--- config.mk ---
export PLATFORM = sky130hd
export DESIGN_NAME = mem_req_arbiter
export DESIGN_NICKNAME = d
export VERILOG_FILES = /design/src/rtl/mem_req_arbiter.sv
export SDC_FILE = /design/constraint.sdc
export NUM_CORES = 1
export LEC_CHECK = 0
export CORE_MARGIN = 5
export CORE_UTILIZATION = 33
export DETAILED_ROUTE_END_ITERATION = 16
export PLACE_DENSITY_LB_ADDON = 0.08
export SYNTH_ARGS = -nofsm -noshare
export SYNTH_HDL_FRONTEND = slang
export SYNTH_SLANG_ARGS = --single-unit
export TNS_END_PERCENT = 30
--- constraint.sdc ---
create_clock -name clk -period 4.98 [get_ports clk]
set_input_delay 1.494 -clock clk [delete_from_list [all_inputs] [get_ports clk]]
set_output_delay 1.494 -clock clk [all_outputs]
set_load 0.01 [all_outputs]
--- src/rtl/mem_req_arbiter.sv ---
// mem_req_arbiter
//   Single master of the storage_controller access port. It arbitrates the
//   core's instruction port (read-only) and data port (read/write with byte
//   enables) and turns each accepted request into the controller's level
//   protocol: memory_access is held until out_valid for reads and pulsed for
//   one cycle for writes. Addresses inside the external flash window are
//   rebased and flagged with external_storage_access. Writes to the flash
//   window are rejected, and a read that never completes is aborted after
//   TIMEOUT_CYCLES.
// Ports:
//   clk, rst                      clock, synchronous active-high reset
//   instr_*                       instruction req/gnt/rvalid port
//   data_*                        data req/gnt/rvalid port
//   memory_access .. mem_be,
//   external_storage_access       request side of storage_controller
//   d_out, out_valid              read completion from storage_controller
module mem_req_arbiter #(
  parameter logic [31:0] EXT_BASE       = 32'h8000_0000,
  parameter logic [31:0] EXT_SIZE       = 32'h0100_0000,
  parameter int unsigned TIMEOUT_CYCLES = 1024,
  parameter logic [31:0] ERR_RDATA      = 32'hDEAD_BEEF
) (
  input  logic        clk,
  input  logic        rst,
  input  logic        instr_req_i,
  input  logic [31:0] instr_addr_i,
  output logic        instr_gnt_o,
  output logic        instr_rvalid_o,
  output logic [31:0] instr_rdata_o,
  output logic        instr_err_o,
  input  logic        data_req_i,
  input  logic        data_we_i,
  input  logic [3:0]  data_be_i,
  input  logic [31:0] data_addr_i,
  input  logic [31:0] data_wdata_i,
  output logic        data_gnt_o,
  output logic        data_rvalid_o,
  output logic [31:0] data_rdata_o,
  output logic        data_err_o,
  output logic        memory_access,
  output logic        memory_is_writing,
  output logic [31:0] addr,
  output logic [31:0] d_in,
  output logic [3:0]  mem_be,
  output logic        external_storage_access,
  input  logic [31:0] d_out,
  input  logic        out_valid
);

  localparam int          CNT_W    = $clog2(TIMEOUT_CYCLES) + 1;
  localparam logic [31:0] EXT_MASK = ~(EXT_SIZE - 32'd1);

  typedef enum logic [1:0] {IDLE, RD, WR, RESP} state_e;

  state_e             state_q, state_d;
  logic               prefer_data_q, prefer_data_d;  // 1: data wins a tie
  logic               src_data_q, src_data_d;        // owner of the in-flight transaction
  logic [CNT_W-1:0]   cnt_q, cnt_d;
  logic               mem_access_q, mem_access_d;
  logic               mem_wr_q, mem_wr_d;
  logic [31:0]        addr_q, addr_d;
  logic               ext_q, ext_d;
  logic [31:0]        d_in_q, d_in_d;
  logic [3:0]         mem_be_q, mem_be_d;
  logic               instr_rvalid_q, instr_rvalid_d;
  logic [31:0]        instr_rdata_q, instr_rdata_d;
  logic               instr_err_q, instr_err_d;
  logic               data_rvalid_q, data_rvalid_d;
  logic [31:0]        data_rdata_q, data_rdata_d;
  logic               data_err_q, data_err_d;

  logic               grant_data, grant_instr;
  logic [31:0]        sel_addr, sel_dn_addr;
  logic               sel_we, sel_ext;

  // Grant and decode of the request being accepted this cycle. The decoded
  // address is what gets latched, so the downstream port stays stable for the
  // whole access.
  always_comb begin
    grant_data  = (state_q == IDLE) && !rst && data_req_i &&
                  (!instr_req_i || prefer_data_q);
    grant_instr = (state_q == IDLE) && !rst && instr_req_i &&
                  (!data_req_i || !prefer_data_q);
    sel_addr    = grant_data ? data_addr_i : instr_addr_i;
    sel_we      = grant_data && data_we_i;
    sel_ext     = (sel_addr & EXT_MASK) == EXT_BASE;
    sel_dn_addr = (sel_ext ? (sel_addr - EXT_BASE) : sel_addr) & ~32'h3;
  end

  // Next-state logic. A response is described once via resp_* and routed to
  // the owning port after the case statement.
  logic        resp_fire, resp_to_data, resp_err;
  logic [31:0] resp_rdata;

  always_comb begin
    state_d        = state_q;
    prefer_data_d  = prefer_data_q;
    src_data_d     = src_data_q;
    cnt_d          = cnt_q;
    mem_access_d   = mem_access_q;
    mem_wr_d       = mem_wr_q;
    addr_d         = addr_q;
    ext_d          = ext_q;
    d_in_d         = d_in_q;
    mem_be_d       = mem_be_q;
    instr_rvalid_d = instr_rvalid_q;
    instr_rdata_d  = instr_rdata_q;
    instr_err_d    = instr_err_q;
    data_rvalid_d  = data_rvalid_q;
    data_rdata_d   = data_rdata_q;
    data_err_d     = data_err_q;
    resp_fire      = 1'b0;
    resp_to_data   = src_data_q;
    resp_err       = 1'b0;
    resp_rdata     = 32'h0;

    case (state_q)
      IDLE: begin
        if (grant_data || grant_instr) begin
          prefer_data_d = grant_instr;
          src_data_d    = grant_data;
          cnt_d         = '0;
          if (sel_we && sel_ext) begin
            // Flash is read-only: answer at once, never touch the controller.
            state_d      = RESP;
            resp_fire    = 1'b1;
            resp_to_data = 1'b1;
            resp_err     = 1'b1;
            resp_rdata   = ERR_RDATA;
          end else begin
            addr_d       = sel_dn_addr;
            ext_d        = sel_ext;
            mem_access_d = 1'b1;
            if (sel_we) begin
              state_d  = WR;
              mem_wr_d = 1'b1;
              d_in_d   = data_wdata_i;
              mem_be_d = data_be_i;
            end else begin
              state_d  = RD;
              mem_wr_d = 1'b0;
              mem_be_d = 4'hF;
            end
          end
        end
      end
      RD: begin
        cnt_d = cnt_q + CNT_W'(1);
        // Valid data takes priority over a timeout landing on the same cycle.
        if (out_valid) begin
          resp_fire  = 1'b1;
          resp_rdata = d_out;
        end else if (cnt_q == CNT_W'(TIMEOUT_CYCLES - 1)) begin
          resp_fire  = 1'b1;
          resp_err   = 1'b1;
          resp_rdata = ERR_RDATA;
        end
        if (resp_fire) begin
          state_d      = RESP;
          mem_access_d = 1'b0;
          mem_be_d     = 4'h0;
        end
      end
      WR: begin
        state_d      = RESP;
        mem_access_d = 1'b0;
        mem_wr_d     = 1'b0;
        d_in_d       = 32'h0;
        mem_be_d     = 4'h0;
        resp_fire    = 1'b1;
      end
      RESP: begin
        state_d        = IDLE;
        instr_rvalid_d = 1'b0;
        instr_rdata_d  = 32'h0;
        instr_err_d    = 1'b0;
        data_rvalid_d  = 1'b0;
        data_rdata_d   = 32'h0;
        data_err_d     = 1'b0;
      end
      default: state_d = IDLE;
    endcase

    if (resp_fire) begin
      if (resp_to_data) begin
        data_rvalid_d = 1'b1;
        data_rdata_d  = resp_rdata;
        data_err_d    = resp_err;
      end else begin
        instr_rvalid_d = 1'b1;
        instr_rdata_d  = resp_rdata;
        instr_err_d    = resp_err;
      end
    end
  end

  always_ff @(posedge clk) begin
    if (rst) begin
      state_q        <= IDLE;
      prefer_data_q  <= 1'b1;
      src_data_q     <= 1'b0;
      cnt_q          <= '0;
      mem_access_q   <= 1'b0;
      mem_wr_q       <= 1'b0;
      addr_q         <= 32'h0;
      ext_q          <= 1'b0;
      d_in_q         <= 32'h0;
      mem_be_q       <= 4'h0;
      instr_rvalid_q <= 1'b0;
      instr_rdata_q  <= 32'h0;
      instr_err_q    <= 1'b0;
      data_rvalid_q  <= 1'b0;
      data_rdata_q   <= 32'h0;
      data_err_q     <= 1'b0;
    end else begin
      state_q        <= state_d;
      prefer_data_q  <= prefer_data_d;
      src_data_q     <= src_data_d;
      cnt_q          <= cnt_d;
      mem_access_q   <= mem_access_d;
      mem_wr_q       <= mem_wr_d;
      addr_q         <= addr_d;
      ext_q          <= ext_d;
      d_in_q         <= d_in_d;
      mem_be_q       <= mem_be_d;
      instr_rvalid_q <= instr_rvalid_d;
      instr_rdata_q  <= instr_rdata_d;
      instr_err_q    <= instr_err_d;
      data_rvalid_q  <= data_rvalid_d;
      data_rdata_q   <= data_rdata_d;
      data_err_q     <= data_err_d;
    end
  end

  assign instr_gnt_o             = grant_instr;
  assign data_gnt_o              = grant_data;
  assign instr_rvalid_o          = instr_rvalid_q;
  assign instr_rdata_o           = instr_rdata_q;
  assign instr_err_o             = instr_err_q;
  assign data_rvalid_o           = data_rvalid_q;
  assign data_rdata_o            = data_rdata_q;
  assign data_err_o              = data_err_q;
  assign memory_access           = mem_access_q;
  assign memory_is_writing       = mem_wr_q;
  assign addr                    = addr_q;
  assign external_storage_access = ext_q;
  assign d_in                    = d_in_q;
  assign mem_be                  = mem_be_q;

endmodule
-- Word level (Yosys, flattened, before mapping)
Cells that the tools add are included.
- bits in registers: 152
- latch bits: 0
- memory bits (writable): 0
- memory bits (read-only): 0
- output and inout bits: 141
- logic and storage cells: 113
- memories kept: 0
- add/subtract/negate cells: 2
- multipliers: 0
- div/mod/pow operators: 0
- order comparisons: 0
- equality and inequality tests: 9
- shift-type cells: 0
- multiplexer cells: 60
- bitwise logic cells: 1
- reduce and logical (&&, ||, !) cells: 25
- operator list (cell ; count):
    $mux 32 ; 15
    $pmux 32 s2 ; 2
    $sub 32x32->32 const B ; 1
    $mux 1 ; 27
    $pmux 11 s2 ; 1
    $mux 4 ; 4
    $pmux 4 s3 ; 1
    $add 11x1->11 const B ; 1
    $eq 11x10->1 const B ; 1
    $mux 11 ; 1
    $eq 8x8->1 const B ; 1
    $mux 2 ; 4
    $pmux 2 s4 ; 1
    $reduce_and 4->1 ; 2
    $logic_and 1x1->1 ; 7
    $ne 2x2->1 const B ; 3
    $pmux 1 s3 ; 2
    $reduce_and 2->1 ; 3
    $reduce_and 3->1 ; 2
    $eq 2x2->1 const B ; 2
    $logic_not 1->1 ; 4
    $pmux 1 s2 ; 2
    $reduce_bool 2->1 ; 2
    $logic_or 1x1->1 ; 3
    other kinds (5) ; 5

-- Longest topological paths before layout
Gate-level depths: netlist of the first run.
- depth after elaboration: 12
- gate-level depth with buffers: 10

-- Worst setup path before layout of the first run
No wires, ideal clock.
- kind: input -> output
- start point: input rst
- end point: output data_gnt_o
- arrival time: 2.329 ns
- data required time: 3.486 ns
- path slack: 1.157 ns
- stages: 5
- buffers on the path: 2
- cells stage by stage: buf_2 -> nor2b_4 -> nand3_1 -> inv_1 -> buf_2
- cells in the longest elaborated chain, start to end: 4
- ends and longest elaborated chain (element ; line ; text):
    start: declaration ; 24 ; input logic rst,
    $logic_not 1->1 ; 80 ; grant_data = (state_q == IDLE) && !rst && data_req_i &&
    $logic_and 1x1->1 (3 in a row) ; 80 ;
    end: declaration ; 36 ; output logic data_gnt_o,
Every way passes these cells.

-- Worst setup path after layout of the first run
- start point: input instr_req_i
- end point: output data_gnt_o
- cells in the longest elaborated chain, start to end: 3
- ends and longest elaborated chain (element ; line ; text):
    start: declaration ; 25 ; input logic instr_req_i,
    $logic_not 1->1 ; 81 ; (!instr_req_i || prefer_data_q);
    $logic_or 1x1->1 ; 81 ;
    $logic_and 1x1->1 ; 80 ;
Every way passes these cells.

==> results of run 1 <==
## synthesized netlist by cell type, types with 4 or more instances
cell,count,area (µm²)
a31oi_1,4,25.0
a22o_1,4,35.0
xor2_1,7,61.3
o21ai_1,5,25.0
dfxtp_1,152,3040
nand3b_1,35,263
ha_1,6,75.1
and2_1,4,25.0
a211oi_1,15,113
and3_1,17,106
buf_2,18,90.1
nand2_1,99,372
clkbuf_1,34,128
buf_6,6,67.6
nor2b_1,6,37.5
a21oi_1,82,410
nand4_1,6,37.5
buf_4,8,60.1
mux2i_1,10,100
o2bb2ai_1,8,70.1
nor2_1,55,206
nand2b_1,7,43.8
nand3_1,38,190
nor3_1,50,250
inv_1,9,33.8
a311oi_1,22,193
o22ai_1,4,25.0
o21ai_0,22,110
or4_1,5,37.5
## worst max-delay path by stage
stage | end | slack (ns) | cells past startpoint
after CTS | data_gnt_o | 0.49 | 5
after floorplan | data_gnt_o | 1.16 | 5
after detailed placement | data_gnt_o | 0.49 | 5
after global placement | data_gnt_o | 0.51 | 5
after global routing | data_gnt_o | 0.38 | 5
final | data_gnt_o | 0.50 | 5
## power by group
group | total [W] | leakage [nW] | switching, W | internal, W
clock | 0.00132 | 0.289 | 0.000556 | 0.000768
combinational | 0.00137 | 2.04 | 0.000714 | 0.000659
sequential | 0.00151 | 1.24 | 0.000106 | 0.00140
total | 0.00421 | 3.57 | 0.00138 | 0.00283
## layer usage
layer	wire, µm	vias to the layer above	GRT usage
li1	-	3233	-
met1	9850	2955	0.238
met2	10300	207	0.306
met3	2140	21	0.0765
met4	315	0	0.0553
met5	0	-	0
## kinds of logic (layout without fill, tap and decap cells)
kind of cell,Yosys count,in the layout
AND/OR/NAND/NOR,333,333
AO/OA/AOI/OAI,184,184
flip-flops,152,152
buffers and inverters,77,328
multiplexers,10,10
XOR/XNOR,7,7
adder cells (fa/ha/maj),6,6
other,1,2
## tightest hold or removal path, cell delays in order (launching register included)
cell and delay (ns):
dfxtp_1 0.31, nand2_1 0.05, a21oi_1 0.05
## area by class of cell
class	count	area, µm²	area share
clock buffer	19	443	0.0444
clock inverter	13	159	0.0159
inverter	9	33.8	0.00339
multi-input combinational	542	3130	0.314
sequential	152	3040	0.305
tap	265	332	0.0333
timing repair buffer	287	2830	0.284
## per-stage QoR
| stage | total power, W | cells |
|---|---|---|
| after global placement | 0.00292 | 1255 |
| final | 0.00421 | 1287 |
| after global routing | 0.00445 | 1287 |
| after detailed placement | 0.00292 | 1255 |
| after floorplan | 0.00228 | 771 |
| after CTS | 0.00426 | 1287 |
## registers in the layout, summed over array words and instances (netlist names)
register / count
src_data_q: 1
state_q: 2
data_rvalid_o: 1
memory_is_writing: 1
cnt_q: 11
instr_rdata_o: 32
memory_access: 1
instr_rvalid_o: 1
data_rdata_o: 32
mem_be: 4
data_err_o: 1
external_storage_access: 1
prefer_data_q: 1
addr: 30
instr_err_o: 1
d_in: 32
## cells in the final DEF (no fill, tap or decap), types with 9 or more instances in the layout
cell type,n
nand3b_1,35
o21ai_0,22
and3_1,17
nand2_1,99
a211oi_1,15
clkdlybuf4s50_1,271
mux2i_1,10
inv_1,9
clkbuf_16,17
a21oi_1,81
dfxtp_1,152
a311oi_1,22
buf_4,16
nor3_1,50
nor2_1,54
nand3_1,38
==> results.tsv, run 1 <==
metric	value	unit
synth_flop_cell	dfxtp_1	
cp_slowest_stage_delay	0.57	ns
drc	0	
syn_inst	770	
leakagePower	3.57	nW
dpl_cell_area	9370	µm²
synth_top_family_by_area	simple AND/OR/NAND/NOR gates	
async_flop_share	0	
syn-cell-area	6530	µm²
fp.dieH	151	µm
crit_type	in -> out	
grt_pass1_vias	6119	
wire_per_inst	17.6	µm
ys_ff_latch	152	
core	19500	µm²
fin_tns_setup	0	ns
die_x	151	µm
relSlewSlack	0.259	
fmax	223	MHz
first_pass_iters	7	
worstHoldPathCells	2	
ctsResizeCount	0	
synth_warnings	0	
num_io_pins	279	
final_util	0.512	
start_util	0.336	
yosysSeqAreaShare	0.466	
critical-path-slowest-cell	clkdlybuf4s50_1	
ctsHoldBuffers	0	
yosys.area_share.adder	0.0115	
r2r_setup_slack	1.90	ns
min-delay-path-class	reg -> reg	
cpLargestDelayFamily	buffers and inverters	
final-hold-violation-count	0	
grt_pass1_wl	34300	µm
dp.final_hpwl	15800	µm
cp_max_fo	6	
antenna_found_initial	0	
viasPerCell	4.99	
synth-xor-area-share	0.00939	
clk_pin_slew_worst_paths	0.07	ns
r2r_cells	9	
diodes	0	
path_buf_inv	3	
crit_path_end_kind	output port	
layout.nets	1153	
fin_crit	4.48	ns
power.density	422	nW/µm²
drive_gt1_frac	0.0577	
cts-htree-levels	4	
drt_wl_total	22600	µm
synth_edf_count	0	
gr-total-overflow	0	
synth_simple_gate_area_frac	0.256	
fillCellCount	1885	
worstPathRequired	3.49	ns
worst_pin_slew	1.11	ns
place_ws	0.494	ns
cts_tree	built	
drtIter0Drc	311	
holdWs	0.453	ns
cap_violations	0	
worst_setup_path_start_kind	primary input	
gp_congestion	0.801	
areaGrowthSynthToFinish	52.6	%
postRouteAntennaNets	0	
numCtsBuffers	17	
synth_compound_area_frac	0.182	
crit_path_frequent_cell	clkdlybuf4s50_1	
grt_max_degree	77	
layout_setup_ws	0.496	ns
setup_viol_count_final	0	
crit_chain	clkdlybuf4s50_1 > nand2b_1 > nand3_1 > inv_1 > clkdlybuf4s50_1	
synth.area.mux_share	0.0153	
rows	51	
skew	0.00996	ns
num_vias	6416	
rsz0062_at_grt	false	
drv_slew	0	
cts.sinks	152	
final_cell_area	9970	µm²
dieArea	22700	µm²
ys_types	55	
port_buffers	272	
whs_endpoint	d_in[17]	
cts_setup_buffers	0	
clockRootBuffer	clkbuf_16	
arrival	2.99	ns
grt_usage	0.191	
hold_start	d_in[17]	
worstSetupStartpoint	instr_req_i	
fin_crit_sh	0.900	
status	finished clean	
timing.rr.start	state_q[1]	
cts.path.max_buffers	2	
ir_drop	0.248	mV
clk-insertion-delay-late	0.42	ns
syn_avg_cell_area	8.48	µm²
r2r-end	instr_rdata_o[23]	
Note: power is estimated with default switching activity, not from simulation.
==> inputs of run 2 (changes only) <==
--- a/config.mk
+++ b/config.mk
@@ -5,7 +5,6 @@
 export SDC_FILE = /design/constraint.sdc
 export NUM_CORES = 1
 export LEC_CHECK = 0
-export CORE_MARGIN = 5
 export CORE_UTILIZATION = 33
 export DETAILED_ROUTE_END_ITERATION = 16
 export PLACE_DENSITY_LB_ADDON = 0.08
==> constraint.sdc (replaced) <==
create_clock -name clk -period 4.9 [get_ports clk]
set_input_delay 1.47 -clock clk [delete_from_list [all_inputs] [get_ports clk]]
set_output_delay 1.47 -clock clk [all_outputs]
set_load 0.01 [all_outputs]
==> run 2 against run 1 <==
Net effect: clock-buffer cell count stayed put; die area is 10% lower; clock power hardly changed; cell count hardly changed; critical path type unchanged; power is 0.37% higher; sequential cell count stayed put; combinational power hardly changed; sequential power hardly changed; global-route usage is 1.9 points higher.
==> results.tsv, run 2 (synthesis gave the netlist of run 1 again) <==
metric	value	unit
switching_power	0.00140	W
ir_drop	0.296	mV
power.share.sequential	0.363	
worst_pin_slew	1.13	ns
cts.path.max_buffers	2	
p_comb_frac	0.326	
drv_slew	0	
power.density	425	nW/µm²
fin_crit	4.45	ns
start_util	0.336	
num_io_pins	279	
core	19500	µm²
drc	0	
final_common_cell	clkdlybuf4s50_1	
die_x	143	µm
r2r_setup_slack	1.73	ns
cap_violations	0	
finalPower	0.00422	W
fmax	225	MHz
swShare	0.332	
cts_setup_buffers	0	
diodes	0	
areaGrowthSynthToFinish	52.1	%
drt_wl_total	21600	µm
port_buffers	272	
clk-insertion-delay-late	0.44	ns
layout_common_cells	clkdlybuf4s50_1 (271), dfxtp_1 (152), nand2_1 (99)	
layout.nets	1152	
worstPathRequired	3.43	ns
antenna_found_initial	0	
clk_pin_slew_worst_paths	0.06	ns
r2r-end	instr_rdata_o[30]	
ctsResizeCount	0	
grt_usage	0.210	
viasPerCell	4.95	
gp_congestion	0.742	
whs_endpoint	d_in[6]	
numCtsBuffers	17	
skew	0.0218	ns
timing.rr.start	state_q[1]	
r2r_cells	9	
first_pass_iters	5	
clockRootBuffer	clkbuf_16	
fin_tns_setup	0	ns
worst_setup_path_start_kind	primary input	
rsz0062_at_grt	false	
p_int	0.00282	W
power.clock.fraction	0.310	
wire_per_inst	16.8	µm
final-hold-violation-count	0	
fin_crit_sh	0.907	
cts_tree	built	
cp_max_fo	6	
dieArea	20400	µm²
rows	51	
hold_start	d_in[6]	
drtIter0Drc	379	
cts.sinks	152	
relSlewSlack	0.244	
fp.dieH	143	µm
drive_gt1_frac	0.0568	
min-delay-path-class	reg -> reg	
grt_max_degree	66	
cts-htree-levels	4	
gr-total-overflow	0	
crit_type	in -> out	
crit_path_end_kind	output port	
grt_pass1_vias	5934	
grt_pass1_wl	32900	µm
leakagePower	3.55	nW
worstHoldPathCells	2	
arrival	2.98	ns
num_vias	6371	
dp.final_hpwl	14700	µm
postRouteAntennaNets	0	
status	finished clean	
setup_viol_count_final	0	
ctsHoldBuffers	0	
[run 2: worst max-delay path, cell delays in order]
cell             delay [ns]
clkdlybuf4s50_1        0.52
nand2b_1               0.20
nand3_1                0.13
inv_1                  0.11
clkdlybuf4s50_1        0.55
[run 2: through the flow]
stage          instance area [µm²]  hold slack, ns  setup WS [ns]  instances   util
6_report                      9940           0.448          0.455       1286  0.511
4_1_cts                       9940           0.453          0.429       1286  0.511
3_5_place_dp                  9360           0.443          0.431       1254  0.481
5_1_grt                       9940           0.466          0.350       1286  0.511
2_1_floorplan                 6540           0.466           1.13        771      -
3_3_place_gp                  9360           0.438          0.471       1254  0.481
[run 2: per-layer routing]
| metal | vias to the layer above | GRT usage | wire length, µm |
|---|---|---|---|
| li1 | 3228 | - | - |
| met1 | 2937 | 0.253 | 9110 |
| met2 | 195 | 0.344 | 10400 |
| met3 | 11 | 0.0828 | 1980 |
| met4 | 0 | 0.0617 | 180 |
| met5 | - | 0 | 0 |
[run 2: layout make-up]
cell class,count,area [µm²]
Fill cell,1898,9530
Multi-Input combinational cell,542,3130
Sequential cell,152,3040
Timing Repair Buffer,286,2830
Clock buffer,19,443
Tap cell,265,332
Clock inverter,13,134
Inverter,9,33.8
[run 2: worst max-delay path by stage]
stage,start,endpoint,slack [ns],depth (start not counted)
2_1_floorplan,rst,data_gnt_o,1.13,5
3_3_place_gp,instr_req_i,data_gnt_o,0.47,5
3_5_place_dp,instr_req_i,data_gnt_o,0.43,5
4_1_cts,instr_req_i,data_gnt_o,0.43,5
5_1_grt,instr_req_i,data_gnt_o,0.35,5
6_report,instr_req_i,data_gnt_o,0.45,5
[run 2: power groups by stage]
stage                     registers (W)  logic (W)  clock network (W)
after floorplan                 0.00163   0.000695                  0
after global placement          0.00156    0.00139                  0
after detailed placement        0.00156    0.00139                  0
after CTS                       0.00154    0.00140            0.00135
after global routing            0.00156    0.00151            0.00139
final                           0.00153    0.00138            0.00131
==> inputs of run 3 (changes only) <==
==> constraint.sdc (replaced) <==
create_clock -name clk -period 3.95 [get_ports clk]
set_input_delay 1.185 -clock clk [delete_from_list [all_inputs] [get_ports clk]]
set_output_delay 1.185 -clock clk [all_outputs]
set_load 0.01 [all_outputs]
==> run 3 against run 2 <==
Net effect: cell count grew 0.70%; core utilization grew 0.55 points; critical path depth is the same; critical endpoint unchanged.
==> results.tsv, run 3 (synthesis gave the netlist of run 1 again) <==
metric	value	unit
power.density	532	nW/µm²
cp_max_fo	6	
grt_max_degree	62	
crit_path_end_kind	output port	
ir_drop	0.279	mV
core	19500	µm²
timing.rr.start	state_q[1]	
swShare	0.322	
worst_pin_slew	1.14	ns
fin_tns_setup	0	ns
cts.path.max_buffers	2	
ctsHoldBuffers	0	
multi_input_area	3130	µm²
clk_pin_slew_worst_paths	0.07	ns
drc	0	
gp_congestion	0.773	
fmax	263	MHz
postRouteAntennaNets	0	
cts.sinks	152	
fin_crit	3.80	ns
drv_slew	0	
clk-insertion-delay-late	0.42	ns
viasPerCell	4.91	
leakagePower	3.62	nW
crit_type	in -> out	
grt_usage	0.207	
final-hold-violation-count	0	
ff_latch_area	3040	µm²
status	finished clean	
fp.dieH	143	µm
grt_pass1_vias	5962	
setup_viol_count_final	0	
power.share.sequential	0.356	
layout.nets	1161	
fillCellCount	1914	
start_util	0.336	
areaGrowthSynthToFinish	53.7	%
cts_tree	built	
final_common_cell	clkdlybuf4s50_1	
wire_per_inst	16.6	µm
fin_crit_sh	0.962	
gr-total-overflow	0	
cap_violations	0	
cts_setup_buffers	0	
num_vias	6358	
arrival	2.61	ns
power.clock.fraction	0.320	
r2r-end	instr_rdata_o[19]	
p_comb_frac	0.325	
r2r_cells	8	
drt_wl_total	21500	µm
grt_pass1_wl	32600	µm
drtIter0Drc	240	
drive_gt1_frac	0.0660	
layout_common_cells	clkdlybuf4s50_1 (271), dfxtp_1 (152), nand2_1 (99)	
r2r_setup_slack	1.03	ns
port_buffers	272	
relSlewSlack	0.242	
clockRootBuffer	clkbuf_16	
skew	0.0116	ns
worstPathRequired	2.76	ns
num_io_pins	279	
crit_end	data_gnt_o	
min-delay-path-class	reg -> reg	
rows	51	
diodes	0	
p_int	0.00362	W
numCtsBuffers	17	
holdWs	0.448	ns
ctsResizeCount	0	
rsz0062_at_grt	false	
switching_power	0.00172	W
dp.final_hpwl	14800	µm
first_pass_iters	5	
die_x	143	µm
antenna_found_initial	0	
cts-htree-levels	4	
worstSetupStartpoint	instr_req_i	
worst_setup_path_start_kind	primary input	
dieArea	20400	µm²
==> run 3: area by class of cell <==
class                   instances  share of cell area
clock buffers                  17              0.0424
clock inverters                15              0.0189
inverters                       9             0.00336
multi-input cells             542               0.311
flip-flops and latches        152               0.303
well taps                     265              0.0330
repair buffers                295               0.288
==> run 3: through the flow <==
step / utilization / instances / instance area, µm² / total power (W) / worst slack, ns
2_1_floorplan: - / 771 / 6540 / 0.00288 / 0.745
3_3_place_gp: 0.484 / 1262 / 9420 / 0.00367 / 0.0957
3_5_place_dp: 0.484 / 1262 / 9420 / 0.00368 / 0.0877
4_1_cts: 0.516 / 1294 / 10000 / 0.00541 / 0.0876
5_1_grt: 0.516 / 1295 / 10000 / 0.00565 / 0.0223
6_report: 0.516 / 1295 / 10000 / 0.00534 / 0.151
==> run 3: worst min-delay path by stage <==
stage	startpoint	endpoint	slack (ns)	cells past startpoint
floorplan	state_q[0]	state_q[0]	0.47	2
global placement	d_in[29]	d_in[29]	0.44	2
detailed placement	d_in[30]	d_in[30]	0.44	2
CTS	d_in[30]	d_in[30]	0.45	2
global route	d_in[2]	d_in[2]	0.46	2
finish	d_in[13]	d_in[13]	0.45	2
==> run 3: critical path, cell delays in order <==
cell and delay, ns:
clkdlybuf4s50_1 0.50, nand2b_1 0.16, nand3_1 0.12, inv_1 0.10
clkdlybuf4s50_1 0.55
==> run 3: routing by layer <==
metal | vias to the layer above | share of wire | track usage
li1 | 3249 | - | -
met1 | 2894 | 0.42 | 0.247
met2 | 201 | 0.47 | 0.340
met3 | 14 | 0.096 | 0.0885
met4 | 0 | 0.011 | 0.0543
met5 | - | 0 | 0
==> run 3: power groups by stage <==
stage	clock network (W)	logic [W]	registers, W
3_3_place_gp	0	0.00174	0.00193
6_report	0.00171	0.00173	0.00190
2_1_floorplan	0	0.000862	0.00202
4_1_cts	0.00176	0.00175	0.00190
5_1_grt	0.00183	0.00189	0.00194
3_5_place_dp	0	0.00174	0.00193
